**src/rtl/note_chart_sequencer_pkg.sv**
```systemverilog
// Shared sizing and types for the note chart sequencer: chart word layout
// and sequencer states.
package note_chart_pkg;
  localparam int NUM_LANES   = 5;
  localparam int SLOTS       = 20;
  localparam int TICK_W      = 16;
  localparam int CHART_DEPTH = 256;
  localparam int ADDR_W      = $clog2(CHART_DEPTH);

  typedef struct packed {
    logic                 end_flag;
    logic [NUM_LANES-1:0] lane_mask;
    logic [TICK_W-1:0]    spawn_frame;
  } chart_entry_t;

  typedef enum logic [2:0] {
    IDLE    = 3'd0,
    FETCH   = 3'd1,
    WAIT    = 3'd2,
    COMPARE = 3'd3,
    FIRE    = 3'd4,
    DONE    = 3'd5
  } seq_state_t;
endpackage

```
**src/rtl/note_chart_sequencer_frame_tick_sync.sv**
```systemverilog
// Brings the asynchronous frame clock into the Clk domain and turns each
// rising edge into a single-cycle frame_tick.
module frame_tick_sync (
  input  logic Clk,
  input  logic Reset,
  input  logic frame_clk,
  output logic frame_tick
);
  logic sync_p0, sync_p1, sync_p2;

  always_ff @(posedge Clk) begin
    if (Reset) begin
      sync_p0 <= 1'b0;
      sync_p1 <= 1'b0;
      sync_p2 <= 1'b0;
    end else begin
      sync_p0 <= frame_clk;
      sync_p1 <= sync_p0;
      sync_p2 <= sync_p1;
    end
  end

  assign frame_tick = sync_p1 & ~sync_p2;
endmodule

```
**src/rtl/note_chart_sequencer.sv**
```systemverilog
// Walks the song chart ROM and pulses the next round-robin slot of each
// masked lane when the entry's spawn frame has been reached.
module note_chart_sequencer #(
  parameter int NUM_LANES   = note_chart_pkg::NUM_LANES,
  parameter int SLOTS       = note_chart_pkg::SLOTS,
  parameter int CHART_DEPTH = note_chart_pkg::CHART_DEPTH,
  parameter int ADDR_W      = note_chart_pkg::ADDR_W,
  parameter int TICK_W      = note_chart_pkg::TICK_W
) (
  input  logic                         Clk,
  input  logic                         Reset,
  input  logic                         frame_clk,
  input  logic                         start,
  input  logic                         pause,
  output logic [ADDR_W-1:0]            chart_addr,
  input  logic [TICK_W+NUM_LANES:0]    chart_data,
  output logic [NUM_LANES*SLOTS-1:0]   trigger,
  output logic [TICK_W-1:0]            frame_count,
  output logic                         busy,
  output logic                         done
);
  import note_chart_pkg::*;

  localparam int PTR_W  = $clog2(SLOTS);
  localparam int TRIG_W = $clog2(NUM_LANES * SLOTS);

  seq_state_t       state;
  chart_entry_t     entry;
  logic [PTR_W-1:0] ptr [NUM_LANES];
  logic             frame_tick;
  logic             running;

  frame_tick_sync u_frame_tick_sync (
    .Clk        (Clk),
    .Reset      (Reset),
    .frame_clk  (frame_clk),
    .frame_tick (frame_tick)
  );

  assign running = (state == FETCH) || (state == WAIT) ||
                   (state == COMPARE) || (state == FIRE);
  assign busy    = running;

  always_ff @(posedge Clk) begin
    if (Reset) begin
      state       <= IDLE;
      chart_addr  <= '0;
      frame_count <= '0;
      done        <= 1'b0;
      for (int l = 0; l < NUM_LANES; l++) ptr[l] <= '0;
    end else begin
      if (running && !pause && frame_tick) frame_count <= frame_count + 1'b1;
      case (state)
        IDLE, DONE: begin
          if (start) begin
            state       <= FETCH;
            chart_addr  <= '0;
            frame_count <= '0;
            done        <= 1'b0;
            for (int l = 0; l < NUM_LANES; l++) ptr[l] <= '0;
          end
        end
        FETCH: state <= WAIT;
        WAIT:  state <= COMPARE;
        COMPARE: begin
          if (entry.end_flag) begin
            state <= DONE;
            done  <= 1'b1;
          end else if (!pause && (entry.spawn_frame <= frame_count)) begin
            state <= FIRE;
          end
        end
        FIRE: begin
          for (int l = 0; l < NUM_LANES; l++) begin
            if (entry.lane_mask[l])
              ptr[l] <= (ptr[l] == PTR_W'(SLOTS - 1)) ? '0 : ptr[l] + 1'b1;
          end
          // The chart never wraps: the last ROM word ends playback.
          if (chart_addr == ADDR_W'(CHART_DEPTH - 1)) begin
            state <= DONE;
            done  <= 1'b1;
          end else begin
            chart_addr <= chart_addr + 1'b1;
            state      <= FETCH;
          end
        end
        default: state <= IDLE;
      endcase
    end
  end

  // ROM word lands during WAIT; entry holds it through COMPARE and FIRE
  always_ff @(posedge Clk) begin
    if (state == WAIT) entry <= chart_entry_t'(chart_data);
  end

  // Reset masks the pulse combinationally so an abort never leaks a trigger.
  always_comb begin
    trigger = '0;
    if ((state == FIRE) && !Reset) begin
      for (int l = 0; l < NUM_LANES; l++) begin
        if (entry.lane_mask[l])
          trigger[TRIG_W'(l * SLOTS) + TRIG_W'(ptr[l])] = 1'b1;
      end
    end
  end
endmodule

```
**config.mk**
```make
export PLATFORM = sky130hd
export DESIGN_NAME = note_chart_sequencer
export DESIGN_NICKNAME = d
export VERILOG_FILES = /design/src/rtl/note_chart_sequencer_pkg.sv /design/src/rtl/note_chart_sequencer_frame_tick_sync.sv /design/src/rtl/note_chart_sequencer.sv
export SDC_FILE = /design/constraint.sdc
export NUM_CORES = 1
export LEC_CHECK = 0
export ABC_CLOCK_PERIOD_IN_PS = 3600
export CAP_MARGIN = 0
export CORE_MARGIN = 4
export CORE_UTILIZATION = 36
export DETAILED_ROUTE_END_ITERATION = 10
export GPL_ROUTABILITY_DRIVEN = 0
export PLACE_DENSITY = 0.62
export RECOVER_POWER = 50
export SLEW_MARGIN = 20
export SYNTH_ARGS = -nofsm -noshare
export SYNTH_HDL_FRONTEND = slang
export SYNTH_SLANG_ARGS = --single-unit
```
**constraint.sdc**
```tcl
create_clock -name Clk -period 3.6 [get_ports Clk]
set_input_delay 0.36 -clock Clk [delete_from_list [all_inputs] [get_ports Clk]]
set_output_delay 0.36 -clock Clk [all_outputs]
set_load 0.05 [all_outputs]
```
==> metrics.yaml, run 1 <==
dr.pass1.iters: 8
fp-row-count: 46
status: "complete, but fails checks"
fmax_ghz: 0.294
cp-end-kind: "output port"
overflow: 0
via_per_inst: 5.61
cts_sinks: 78
port_buffers: 152
power_density_nw_per_um2: 420
violations: "capacitance limit, slew limit"
tightest_slew_ps: 1810
ys_seq_area_share_pct: 35.0
setup-tns-final_ps: 0
yosysWarningCount: 0
synth-xor-area-share_pct: 4.83
synth_fa_ha_area_share_pct: 6.90
fin_crit_ps: 3400
fin_skew_ps: 10.1
ys_types: 49
nets: 926
synth-simple-area-share_pct: 28.6
synth_commonest_cells: "109 x nor2_1, 77 x nand2_1, 47 x edfxtp_1, 41 x a21oi_1, 34 x inv_1"
critPathKind: "flip-flop to output port"
rsz0062_at_grt: "false"
async_flop_share_pct: 0
dpl.hpwl_um: 15000
yosysMostFrequentCell: "nor2_1"
post_cts_resized: 0
drc: 0
synth_top_family_by_area: "simple AND/OR/NAND/NOR gates"
syn_avg_cell_area_sq_um: 7.98
core_area_sq_um: 15800
muxShareOfSynthArea_pct: 0.690
synth_fp_nets: 786
finalSetupViolCount: 0
synth_compound_area_share_pct: 18.8
wl_per_cell_um: 17.9
path_max_fanout: 11
die_y_um: 135
synthTopCellsByArea: "edfxtp_1 24%, dfxtp_1 11%, nor2_1 7.1%"
floorplan.die_area_sq_um: 18200
ir_drop_mv: 0.330
cap_violations: 1
grt_max_degree: 46
drive_above_1_share_pct: 14.2
clk_path_buf_depth: 2
p_leak_uw: 0.00278
ant_nets: 0
ys_ff_latch: 78
syn_to_final_growth_pct: 35.2
max_slew_margin_pct: -20.8
hp-class: "flip-flop to flip-flop"
cp-start-kind: "flip-flop"
synth_edf_count: 47
wl_um: 19400
clkSlewWorstSetupHoldPaths_ps: 60
syn_inst: 727
place_ws_ps: 481
finalCritPeriodShare_pct: 94.5
vias: 6100
worst_slack_ps: 198
antenna_found_initial: 0
clkLatencyLatePin_ps: 340
synth_top_cell_by_area: "edfxtp_1"
pin_count: 153
die-width_um: 135
grt_first_pass_wirelength_um: 30700
clockRootBuffer: "clkbuf_16"
netlist_area_sq_um: 5800
htree_levels: 3
cp_data_arrival_time_ps: 3040
n_antenna_cell: 0
final_max_slew_viol_count: 29
worstPathRequired_ps: 3240
post_cts_buffers: 0
cts_hold_buf: 0
cts_tree: "yes"
cts_buffers: 9
hold_viol: 0
initial_utilization_pct: 36.6
drtIter0Drc: 676
grt_pass1_vias: 5703
synthFlopType: "edfxtp_1"
synth_top_area_share_pct: 24.3
grt_util_all_layers_pct: 20.9
## metal layers
metal	share of wire (%)	GRT usage (%)	vias up
met3	9.7	5.07	53
met2	44	32.5	378
li1	-	-	2933
met4	3.2	7.28	0
met5	0	0	-
met1	43	28.3	2736
## where the power goes
part / switching, uW / total, uW / leakage, uW / internal [uW]
Clock: 389 / 873 / 0.000145 / 484
Combinational: 742 / 1120 / 0.00191 / 376
Sequential: 181 / 1310 / 0.000722 / 1120
Total: 1310 / 3300 / 0.00278 / 1980
## registers in the layout, indices dropped and copies added (netlist names)
| name | flops |
|---|---|
| u_frame_tick_sync.sync_p2 | 1 |
| state | 3 |
| u_frame_tick_sync.sync_p0 | 1 |
| ptr | 25 |
| chart_addr | 8 |
| entry | 22 |
| frame_count | 16 |
| done | 1 |
| u_frame_tick_sync.sync_p1 | 1 |
## layout by cell type (no fill, tap or decap), drive strengths merged, types with 8 or more instances in the layout
cell type / count
nor3: 20
clkdlybuf4s50: 24
dfxtp: 31
nand4: 17
o221ai: 11
nand2: 77
nor3b: 9
dlygate4sd3: 48
xor2: 8
a22oi: 29
ha: 32
nor2b: 17
nor2: 109
inv: 39
a21oi: 41
o22ai: 28
or3: 10
nand3: 27
o21ai: 14
edfxtp: 47
clkbuf: 14
nand2b: 14
buf: 96
xnor2: 24
a32oi: 8
nand3b: 8
## worst paths after layout
path | from | to | slack, ps | cells past startpoint
worst max-delay path | state[2] | trigger[79] | 200 | 6
worst min-delay path | u_frame_tick_sync.sync_p0 | u_frame_tick_sync.sync_p1 | 440 | 1
worst max register to register | state[0] | ptr[0][20] | 520 | 4
worst min register to register | u_frame_tick_sync.sync_p0 | u_frame_tick_sync.sync_p1 | 440 | 1
## stage by stage
stage                     hold WS, ps  area [sq um]  cells  util (%)  total power (uW)
after floorplan                   414          5800    727         -              2070
after global placement            416          7580   1072      47.9              2430
after detailed placement          437          7580   1072      47.9              2440
after CTS                         444          7860   1088      49.7              3320
after global routing              451          7840   1088      49.5              3510
final                             438          7840   1088      49.5              3300
## worst max-delay path: stages (launching register included)
cell and delay (ps):
dfxtp_1 520, nand2b_1 180, nor3_2 360, clkbuf_1 310
nand2_1 310, nor2_1 200, clkdlybuf4s50_1 830
## logic make-up after synthesis
| logic type | after synthesis |
|---|---|
| multiplexers | 4 |
| AO/OA/AOI/OAI | 162 |
| flip-flops | 78 |
| adder cells (fa/ha/maj) | 32 |
| AND/OR/NAND/NOR | 341 |
| XOR/XNOR | 32 |
| buffers and inverters | 78 |
## layout make-up
| cell class | count | area [sq um] |
|---|---|---|
| Fill cell | 1543 | 7990 |
| Multi-Input combinational cell | 571 | 3470 |
| Sequential cell | 78 | 2030 |
| Timing Repair Buffer | 173 | 1650 |
| Tap cell | 216 | 270 |
| Clock buffer | 9 | 225 |
| Inverter | 34 | 128 |
| Clock inverter | 7 | 62.6 |
No activity file was read; power rests on OpenSTA's default activity.
==> inputs of run 2 (changes only) <==
Settings changed: CAP_MARGIN 0 to 20.
==> results of run 2 <==
The final DEF is identical to that of run 1; final timing and power are the same.
